## config.mk

```make
export PLATFORM = sky130hd
export DESIGN_NAME = param_cla_pipe
export DESIGN_NICKNAME = d
export VERILOG_FILES = /design/src/rtl/cla_pkg.sv /design/src/rtl/cla_slice.sv /design/src/rtl/param_cla_pipe.sv
export SDC_FILE = /design/constraint.sdc
export NUM_CORES = 1
export LEC_CHECK = 0
export CORE_MARGIN = 1.5
export CORE_UTILIZATION = 50
export CTS_CLUSTER_SIZE = 25
export DETAILED_ROUTE_END_ITERATION = 16
export DONT_BUFFER_PORTS = 1
export PLACE_DENSITY = 0.61
export SETUP_SLACK_MARGIN = 0.15
export SYNTH_ARGS = -nofsm -noshare
export SYNTH_HDL_FRONTEND = slang
export SYNTH_SLANG_ARGS = --single-unit
export TNS_END_PERCENT = 30
```

## constraint.sdc

```tcl
create_clock -name clk_pi -period 3.9 [get_ports clk_pi]
set_input_delay 0.975 -clock clk_pi [delete_from_list [all_inputs] [get_ports clk_pi]]
set_output_delay 0.975 -clock clk_pi [all_outputs]
set_load 0.05 [all_outputs]
```

## src/rtl/cla_pkg.sv

```systemverilog
`default_nettype none
// ============================================================================
//  Module   : cla_pkg
//  Purpose  : Shared types and elaboration helpers for the pipelined
//             carry-lookahead adder/subtractor (param_cla_pipe, cla_slice).
//  Revision : 1.0  initial release
// ============================================================================
package cla_pkg;

    // Operation selected by the sub input
    typedef enum logic {
        OP_ADD = 1'b0,
        OP_SUB = 1'b1
    } op_e;

    // Bits resolved by each pipeline stage
    function automatic int calc_slice(input int width, input int stages);
        return (stages > 0) ? (width / stages) : width;
    endfunction

    // True when the width splits evenly into stages and each slice into groups
    function automatic bit cfg_ok(input int width, input int stages, input int block);
        if ((width <= 0) || (stages <= 0) || (block <= 0)) begin
            return 1'b0;
        end
        if ((width % stages) != 0) begin
            return 1'b0;
        end
        return (((width / stages) % block) == 0);
    endfunction

endpackage
`default_nettype wire

```

## src/rtl/cla_slice.sv

```systemverilog
`default_nettype none
// ============================================================================
//  Module   : cla_slice
//  Purpose  : Combinational SLICE-bit carry-lookahead adder built from
//             BLOCK-bit generate/propagate groups with group lookahead.
//             Also exports the carry into the MSB for overflow detection.
//  Revision : 1.0  initial release
// ============================================================================
module cla_slice #(
    parameter int SLICE = 4,
    parameter int BLOCK = 4
) (
    input  logic [SLICE-1:0] a,
    input  logic [SLICE-1:0] b,
    input  logic             cin,
    output logic [SLICE-1:0] sum,
    output logic             cout,
    output logic             c_msb
);
    import cla_pkg::*;

    localparam int NGRP = SLICE / BLOCK;

    if (!cfg_ok(SLICE, 1, BLOCK)) begin : g_cfg_err
        $fatal(1, "cla_slice: SLICE must be a positive multiple of BLOCK");
    end

    logic [SLICE-1:0] w_g;
    logic [SLICE-1:0] w_p;
    logic [SLICE-1:0] w_c;
    logic [NGRP-1:0]  w_gg;
    logic [NGRP-1:0]  w_gp;
    logic [NGRP:0]    w_cg;
    logic             w_acc;
    logic             w_bc;

    assign w_g = a & b;
    assign w_p = a ^ b;

    // Group generate / propagate for every BLOCK-bit group
    always_comb begin
        w_gg = '0;
        w_gp = '1;
        for (int j = 0; j < NGRP; j++) begin
            for (int i = 0; i < BLOCK; i++) begin
                w_gg[j] = w_g[j*BLOCK+i] | (w_p[j*BLOCK+i] & w_gg[j]);
                w_gp[j] = w_gp[j] & w_p[j*BLOCK+i];
            end
        end
    end

    // Group lookahead: each group carry is an independent cone from cin
    always_comb begin
        w_cg    = '0;
        w_acc   = 1'b0;
        w_cg[0] = cin;
        for (int j = 0; j < NGRP; j++) begin
            w_acc = cin;
            for (int m = 0; m <= j; m++) begin
                w_acc = w_gg[m] | (w_gp[m] & w_acc);
            end
            w_cg[j+1] = w_acc;
        end
    end

    // Bit carries inside each group, seeded by that group's carry-in
    always_comb begin
        w_c  = '0;
        w_bc = 1'b0;
        for (int j = 0; j < NGRP; j++) begin
            w_bc = w_cg[j];
            for (int i = 0; i < BLOCK; i++) begin
                w_c[j*BLOCK+i] = w_bc;
                w_bc = w_g[j*BLOCK+i] | (w_p[j*BLOCK+i] & w_bc);
            end
        end
    end

    assign sum   = w_p ^ w_c;
    assign cout  = w_cg[NGRP];
    assign c_msb = w_c[SLICE-1];

endmodule
`default_nettype wire

```

## src/rtl/param_cla_pipe.sv

```systemverilog
`default_nettype none
// ============================================================================
//  Module   : param_cla_pipe
//  Purpose  : Pipelined WIDTH2-bit carry-lookahead adder/subtractor. Each of
//             the STAGES stages resolves one SLICE of the operation and hands
//             the running carry and the unprocessed operand bits onward.
//             Valid/ready handshake with backpressure; carry, overflow and
//             zero flags registered with the result.
//  Revision : 1.0  initial release
// ============================================================================
module param_cla_pipe
    import cla_pkg::*;
#(
    parameter int WIDTH2 = 8,
    parameter int STAGES = 2,
    parameter int BLOCK  = 4
) (
    input  logic              clk_pi,
    input  logic              rst_pi,
    input  logic [WIDTH2-1:0] A_pi,
    input  logic [WIDTH2-1:0] B_pi,
    input  logic              cin_pi,
    input  logic              sub_pi,
    input  logic              in_valid_pi,
    output logic              in_ready_po,
    output logic [WIDTH2-1:0] result_po,
    output logic              cout_po,
    output logic              ovf_po,
    output logic              zero_po,
    output logic              out_valid_po,
    input  logic              out_ready_pi
);

    localparam int SLICE = calc_slice(WIDTH2, STAGES);
    localparam int LAST  = STAGES - 1;
    localparam int REM_W = (STAGES > 1) ? (WIDTH2 - SLICE) : SLICE;
    localparam int MID_N = (STAGES > 1) ? (STAGES - 1) : 1;

    if (!cfg_ok(WIDTH2, STAGES, BLOCK)) begin : g_cfg_err
        $fatal(1, "param_cla_pipe: WIDTH2 %% STAGES and SLICE %% BLOCK must both be 0");
    end

    // Stage record for the intermediate stages; its valid bit is kept in
    // r_valid so that only the valid bits carry the asynchronous reset.
    typedef struct packed {
        logic [WIDTH2-1:0] res;    // partial result, low (k+1)*SLICE bits meaningful
        logic              carry;  // carry out of the slice resolved so far
        logic [REM_W-1:0]  a;      // operand A bits not yet summed
        logic [REM_W-1:0]  b;      // operand B bits (already inverted for sub)
    } stage_t;

    op_e               w_op;
    logic              w_cin_eff;
    logic [WIDTH2-1:0] w_b_eff;

    logic [STAGES-1:0] r_valid;
    logic [STAGES-1:0] w_load;
    logic [STAGES-1:0] w_valid_in;
    stage_t            r_stage [MID_N];

    logic [SLICE-1:0]  w_sl_a    [STAGES];
    logic [SLICE-1:0]  w_sl_b    [STAGES];
    logic [SLICE-1:0]  w_sl_sum  [STAGES];
    logic              w_sl_cin  [STAGES];
    logic              w_sl_cout [STAGES];
    logic              w_sl_cmsb [STAGES];
    logic [WIDTH2-1:0] w_res     [STAGES];

    logic [WIDTH2-1:0] r_result;
    logic              r_cout;
    logic              r_ovf;
    logic              r_zero;

    assign w_op      = sub_pi ? OP_SUB : OP_ADD;
    assign w_cin_eff = (w_op == OP_SUB) ? 1'b1 : cin_pi;
    assign w_b_eff   = (w_op == OP_SUB) ? ~B_pi : B_pi;

    // Backward ready chain: a stage loads when empty or when its content moves on
    always_comb begin
        w_load       = '0;
        w_valid_in   = '0;
        w_load[LAST] = ~r_valid[LAST] | out_ready_pi;
        for (int k = LAST - 1; k >= 0; k--) begin
            w_load[k] = ~r_valid[k] | w_load[k+1];
        end
        w_valid_in[0] = in_valid_pi;
        for (int k = 1; k < STAGES; k++) begin
            w_valid_in[k] = r_valid[k-1];
        end
    end

    // Stage valid bits; cleared at once by reset so nothing in flight survives
    always_ff @(posedge clk_pi or posedge rst_pi) begin
        if (rst_pi) begin
            r_valid <= '0;
        end else begin
            for (int k = 0; k < STAGES; k++) begin
                if (w_load[k]) begin
                    r_valid[k] <= w_valid_in[k];
                end
            end
        end
    end

    for (genvar k = 0; k < STAGES; k++) begin : g_stage
        if (k == 0) begin : g_head
            assign w_sl_a[k]   = A_pi[SLICE-1:0];
            assign w_sl_b[k]   = w_b_eff[SLICE-1:0];
            assign w_sl_cin[k] = w_cin_eff;
            assign w_res[k]    = WIDTH2'(w_sl_sum[k]);
        end else begin : g_body
            assign w_sl_a[k]   = r_stage[k-1].a[SLICE-1:0];
            assign w_sl_b[k]   = r_stage[k-1].b[SLICE-1:0];
            assign w_sl_cin[k] = r_stage[k-1].carry;
            assign w_res[k]    = r_stage[k-1].res | (WIDTH2'(w_sl_sum[k]) << (k * SLICE));
        end

        cla_slice #(
            .SLICE (SLICE),
            .BLOCK (BLOCK)
        ) u_slice (
            .a     (w_sl_a[k]),
            .b     (w_sl_b[k]),
            .cin   (w_sl_cin[k]),
            .sum   (w_sl_sum[k]),
            .cout  (w_sl_cout[k]),
            .c_msb (w_sl_cmsb[k])
        );

        if (k < LAST) begin : g_mid
            logic [REM_W-1:0] w_a_rem;
            logic [REM_W-1:0] w_b_rem;

            if (k == 0) begin : g_from_port
                assign w_a_rem = A_pi[WIDTH2-1:SLICE];
                assign w_b_rem = w_b_eff[WIDTH2-1:SLICE];
            end else begin : g_from_stage
                assign w_a_rem = r_stage[k-1].a >> SLICE;
                assign w_b_rem = r_stage[k-1].b >> SLICE;
            end

            // Intermediate data only captured when a valid operation moves in
            always_ff @(posedge clk_pi) begin
                if (w_load[k] && w_valid_in[k]) begin
                    r_stage[k] <= '{res:   w_res[k],
                                    carry: w_sl_cout[k],
                                    a:     w_a_rem,
                                    b:     w_b_rem};
                end
            end
        end
    end

    // Output stage: final result and flags, held while downstream stalls
    always_ff @(posedge clk_pi or posedge rst_pi) begin
        if (rst_pi) begin
            r_result <= '0;
            r_cout   <= 1'b0;
            r_ovf    <= 1'b0;
            r_zero   <= 1'b0;
        end else if (w_load[LAST] && w_valid_in[LAST]) begin
            r_result <= w_res[LAST];
            r_cout   <= w_sl_cout[LAST];
            r_ovf    <= w_sl_cout[LAST] ^ w_sl_cmsb[LAST];
            r_zero   <= (w_res[LAST] == '0);
        end
    end

    assign in_ready_po  = w_load[0];
    assign out_valid_po = r_valid[LAST];
    assign result_po    = r_result;
    assign cout_po      = r_cout;
    assign ovf_po       = r_ovf;
    assign zero_po      = r_zero;

endmodule
`default_nettype wire

```

==> After elaboration in Yosys (flattened, before gate mapping) <==
Memory sizes are Yosys's and may differ from the RTL's.
Cells that the tools add are included.
{ "word_totals": {"regBits": 13, "ram_bits": 13, "input_bits": 22, "wordCells": 62, "memories": 1} }
{ "op_classes": {"n_mux": 5, "bitwise": 47, "n_reduce_logical": 3} }
{ "mem_list": {"columns": ["memory", "words", "width", "rd", "rd_ports_with_merged_regs", "write_ports", "line", "source"], "rows": [
  ["r_stage", 1, 13, 1, 0, 1, "param_cla_pipe.sv:59", "stage_t r_stage [MID_N];"]
]} }
{ "op_table": {"columns": ["op", "count"], "rows": [
  ["$and A1 B1 Y1", 20],
  ["$or A1 B1 Y1", 16],
  ["$xor A4 B4 Y4", 4],
  ["$and A4 B4 Y4", 2],
  ["$logic_not A8 Y1", 1],
  ["$mux W8", 1],
  ["$not A8 Y8", 1],
  ["$or A8 B8 Y8", 1],
  ["$mux W1", 4],
  ["$logic_and A1 B1 Y1", 2],
  ["$not A1 Y1", 2],
  ["$xor A1 B1 Y1", 1]
]} }

==> Logic depth before layout (Yosys ltp) <==
An unclocked memory read counts as a cell.
{ "depth": {"depth_word": 11, "ltp_mapped": 8} }

==> Hierarchy <==
Synthesis repeated with hierarchy kept, for this count alone.
{ "hier_totals": {"cells_unflattened": 107, "hier_area_um2": 1456.4} }
{ "modules_own_cells": {"columns": ["module", "n_inst", "cells_each", "area_each_um2"], "rows": [
  ["param_cla_pipe", 1, 59, 1048.5],
  ["cla_slice", 2, 24, 203.9]
]} }

==> Worst setup path before layout <==
Ideal clock, no wire load.
{ "synth_path": {"path_kind": "input -> register", "from": "input sub_pi", "to": "memory r_stage[0][11] (netlist bit) (data pin)", "arrival_time_ns": 2.737, "t_required_ns": 3.650, "slack_ns": 0.913, "cell_stages": 7, "path_cell_list": "buf_2 > xor2_1 > inv_1 > fa_1 > fa_1 > fa_1 > inv_1"} }
{ "synth_via": {"elab_chain_len": 8} }
{ "synth_rtl": {"columns": ["element", "line", "source"], "rows": [
  ["from (decl)", "param_cla_pipe.sv:23", "input logic sub_pi,"],
  ["$mux W1 (*)", "param_cla_pipe.sv:74", "assign w_op = sub_pi ? OP_SUB : OP_ADD;"],
  ["$mux W8", "param_cla_pipe.sv:76", "assign w_b_eff = (w_op == OP_SUB) ? ~B_pi : B_pi;"],
  ["$xor A4 B4 Y4", "cla_slice.sv:38", "assign w_p = a ^ b;"],
  ["$and A1 B1 Y1", "cla_slice.sv:74", "w_bc = w_g[j*BLOCK+i] | (w_p[j*BLOCK+i] & w_bc);"],
  ["$or A1 B1 Y1", "cla_slice.sv:74", null],
  ["$and A1 B1 Y1", "cla_slice.sv:74", null],
  ["$or A1 B1 Y1", "cla_slice.sv:74", null],
  ["$xor A4 B4 Y4 (*)", "cla_slice.sv:79", "assign sum = w_p ^ w_c;"],
  ["via g_stage[0].u_slice.sum[2]", "cla_slice.sv:16", "output logic [SLICE-1:0] sum,"],
  ["to (decl)", "param_cla_pipe.sv:59", null]
]} }
Mark *: on every way through the listed nets, which the timed path passes. The rest lies on a longest branch.

==> Worst setup path after layout <==
{ "layout_path": {"from": "register r_valid[1]", "to": "output in_ready_po"} }
{ "layout_via": {"elab_chain_len": 3} }
{ "layout_rtl": {"columns": ["element", "line", "source"], "rows": [
  ["from (decl)", "param_cla_pipe.sv:56", "logic [STAGES-1:0] r_valid;"],
  ["from (signal, indexed assignment)", "param_cla_pipe.sv:99", "r_valid[k] <= w_valid_in[k];"],
  ["$not A1 Y1", "param_cla_pipe.sv:82", "w_load[LAST] = ~r_valid[LAST] | out_ready_pi;"],
  ["$or A1 B1 Y1", "param_cla_pipe.sv:82", null],
  ["$or A1 B1 Y1", "param_cla_pipe.sv:84", "w_load[k] = ~r_valid[k] | w_load[k+1];"],
  ["to (decl)", "param_cla_pipe.sv:25", "output logic in_ready_po,"]
]} }
Every way passes these cells.

==> results_tabular.tex <==
\begin{tabular}{lr}
\hline
Metric & Value \\
\hline
\multicolumn{2}{l}{\textbf{Clock tree}} \\
Post-CTS Hold Fix Bufs & 0 \\
Clk buf depth & 2 \\
TritonCTS clock tree & yes \\
CTS H-tree depth & 1 \\
CTS Sinks & 26 \\
Clock Latency Late Sink & about 0.31 ns \\
Cells resized by post-CTS repair & 0 \\
Buffer count from post-CTS setup fixing & 0 \\
CTS clk-pin slew, worst paths & about 0.12 ns \\
Number of buffers created by CTS & 3 \\
CTS Root Cell & clkbuf\_4 \\
\multicolumn{2}{l}{\textbf{Logic synthesis}} \\
Mean post-synth cell area & around 13 um2 \\
Library cells used by synthesis & 23 \\
Biggest area consumer among synthesized cells & edfxtp\_1 \\
Gate count of the mapped netlist & between 100 and 150 \\
Synth Area in Adders & between 10\% and 20\% \\
Synth area leaders & edfxtp\_1 (29\%), dfrtp\_1 (24\%), fa\_1 (9.0\%), ha\_1 (7.5\%), xor2\_1 (5.9\%) \\
Fraction of the mapped netlist area in compound gates & 5.64\% \\
Yosys reg bits & 26 \\
Post-synthesis cell area & approximately 1300 um2 \\
Post-synthesis share of cell area spent on xor and xnor gates & under 10\% \\
Mux contribution to synthesized area & 5.08\% \\
Fraction of the yosys area taken by sequential cells & a little over half \\
Yosys warning total & 0 \\
Portion of synthesized cell area occupied by the leading cell type & just under 30\% \\
Area fraction in and, or, nand and nor cells after synthesis & 7.05\% \\
Combinational family with the most area after synthesis & adder cells \\
Mapped Nets & 139 \\
\multicolumn{2}{l}{\textbf{Worst hold path}} \\
Worst hold path cell count & 1 \\
Source of the worst hold timing path & r\_valid[0] \\
Worst hold path class & register to register \\
Worst hold path endpoint & r\_valid[1] \\
\multicolumn{2}{l}{\textbf{Power and ir drop}} \\
Share of total power in sequential cells & between 60\% and 70\% \\
Peak supply drop & between 0.3 and 0.4 mV \\
Logic pwr share & approximately 16\% \\
Part of the total power dissipated in the clock network & 15.9\% \\
Leak & a little over 0.6 nW \\
Fraction of power spent switching nets & roughly two fifths \\
Power per unit of standard cell area & 504 nW/um2 \\
Net switching power & 0.269 mW \\
Cell-internal power & $\sim$0.43 mW \\
\multicolumn{2}{l}{\textbf{GRT}} \\
First-pass GRT wire length & $\sim$3000 um \\
Largest net degree at the start of global routing & 17 \\
Sum of overflow across all layers after global routing & 0 \\
Antenna violations before repair & 0 \\
Overall track demand over capacity in global routing & 14.3\% \\
Via count of the first global-routing pass & 717 \\
\multicolumn{2}{l}{\textbf{Timing}} \\
Final worst-path cycle share & 63.8\% \\
Largest clock skew in the final design & 0.0106 ns \\
Slack of the critical path & 1.41 ns \\
Total negative slack for setup checks & 0 ns \\
Transition time of the tightest slew-check pin & a little under 0.6 ns \\
Tightest slew margin relative to the limit & 60.4\% \\
Count of endpoints failing setup in the final report & 0 \\
Min Hold Slack & roughly 0.52 ns \\
Setup repair after global routing missed its margin & no \\
Final count of pins violating max slew & 0 \\
Final min period & around 2.5 ns \\
Maximum clock rate & 0.402 GHz \\
Final Hold Violating Endpoints & 0 \\
\multicolumn{2}{l}{\textbf{Critical path}} \\
Maximum fanout encountered on the critical timing path & 3 \\
FF-to-FF setup slack & 1.70 ns \\
Slowest library cell on the worst path & dfrtp\_1 \\
Worst Path Arrival & between 1.5 and 2 ns \\
Worst reg2reg startpoint & r\_stage[0][0] \\
FF-to-FF End & zero\_po \\
Worst Reg2Reg Path Length in Cells & 8 \\
Setup Crit Path Kind & register to primary output \\
Buffers \& Inverters on Critical Path & 0 \\
Kind of end point of the critical path & primary output \\
Critical path's largest stage delay & between 0.6 and 0.7 ns \\
Cells along the critical path & nand3b\_1 \\
Top delay family on crit path & flip-flops \\
Req. time, crit path & slightly below 3 ns \\
Startpoint types & register \\
\multicolumn{2}{l}{\textbf{Cells and area}} \\
Post-synthesis to final-layout area growth & 4.04\% \\
\# nets final & $\sim$140 \\
Commonest non-fill, non-tap cells in the layout & inv\_1 (14), dfrtp\_1 (13), edfxtp\_1 (13), xor2\_1 (9), ha\_1 (8) \\
Non-filler instance count after layout & $\sim$140 \\
Commonest non-fill, non-tap cell in the layout & inv\_1 \\
Antenna Cells & 0 \\
Layout cells sized above 1 & between 10\% and 20\% \\
\multicolumn{2}{l}{\textbf{Routing}} \\
Number of iterations in the first detailed-routing pass & 4 \\
Post-detailed-route wirelength per cell & approximately 13 um \\
Post-route DRC violation count & 0 \\
Drt initial violations & 9 \\
DRT antenna net count & 0 \\
Via count normalized by instance count & 5.11 \\
Post-Route WL & between 1500 and 2000 um \\
Routed vias & between 600 and 700 \\
\multicolumn{2}{l}{\textbf{Floorplan}} \\
Chip width & 54.6 um \\
Initial core utilization & about 53\% \\
Number of core rows & 18 \\
Die outline height & around 55 um \\
Die outline area & $\sim$3000 um2 \\
Number of I/O pins & 35 \\
Area inside the core boundary & approximately 2500 um2 \\
\multicolumn{2}{l}{\textbf{Placed design}} \\
Post-Place Cells & 131 \\
Worst-case setup slack after placement & around 1.1 ns \\
Weighted congestion at the end of routability-driven global placement & 0.658 \\
Quantity of I/O buffers inserted on ports & 0 \\
DP HPWL & 1470 um \\
\multicolumn{2}{l}{\textbf{Job}} \\
Reported max-cap violation count & 0 \\
\multicolumn{2}{l}{\textbf{Status}} \\
Run status & complete, no violations \\
\hline
\end{tabular}
## routing by layer
layer | global-route usage (%) | vias to the layer above | wire length, um
met5 | 0 | - | 0
met4 | 6.25 | 0 | 34
met3 | 4.10 | 4 | 123
met2 | 25.0 | 30 | 857
met1 | 15.9 | 313 | 740
li1 | - | 343 | -
## synth_stat cells
cell type  number
dfrtp_1        13
inv_1          14
ha_1            8
nand2_1         6
xnor2_1         2
edfxtp_1       13
nor4_1          1
nand2b_1        4
and3_1          1
and2_1          1
nand2_2         1
o21ai_1         1
fa_1            6
xor2_1          9
o21ai_0         6
a21oi_1         2
a21o_1          2
mux2_2          6
buf_2           2
nand4_1         1
nor2_1          2
a221oi_2        1
nand3b_1        1
## metrics by stage
step                      power, mW  util (%)  area [um2]
final                         0.698      55.4        1390
after global routing          0.741      55.4        1390
after CTS                     0.710      55.4        1390
after detailed placement      0.598      54.4        1360
after global placement        0.592      54.4        1360
after floorplan               0.573         -        1330
## cells by family after synthesis
| group | after synthesis |
|---|---|
| buffers and inverters | 16 |
| XOR/XNOR | 11 |
| flip-flops | 26 |
| AND/OR/NAND/NOR | 18 |
| adder cells (fa/ha/maj) | 14 |
| multiplexers | 6 |
| AO/OA/AOI/OAI | 12 |
## flip-flops by register name (all words and copies together) (netlist names)
name,count
r_stage,13
ovf_po,1
zero_po,1
r_valid,2
cout_po,1
result_po,8
## worst max-delay path by stage
stage,from,endpoint,slack [ns],cells past startpoint
detailed placement,sub_pi,r_stage[0][12],1.07,6
floorplan,sub_pi,r_stage[0][11],0.91,7
finish,r_valid[1],in_ready_po,1.41,1
CTS,r_valid[1],in_ready_po,1.38,1
global placement,sub_pi,r_stage[0][12],1.12,6
global route,r_valid[1],in_ready_po,1.33,1
## power groups by stage
stage               clock [mW]  combinational, mW  sequential, mW
floorplan                    0             0.0984           0.475
global placement             0              0.110           0.482
detailed placement           0              0.115           0.484
CTS                      0.118              0.115           0.477
global route             0.127              0.130           0.484
finish                   0.111              0.111           0.476
## cell type report
type                       instances  area (um2)
inverter                          14        52.6
tap                               30        37.5
clock buffer                       3        22.5
sequential                        26         716
clock inverter                     1        3.75
fill                             214        1110
multi-input combinational         61         553
Note: power is estimated with default switching activity, not from simulation.
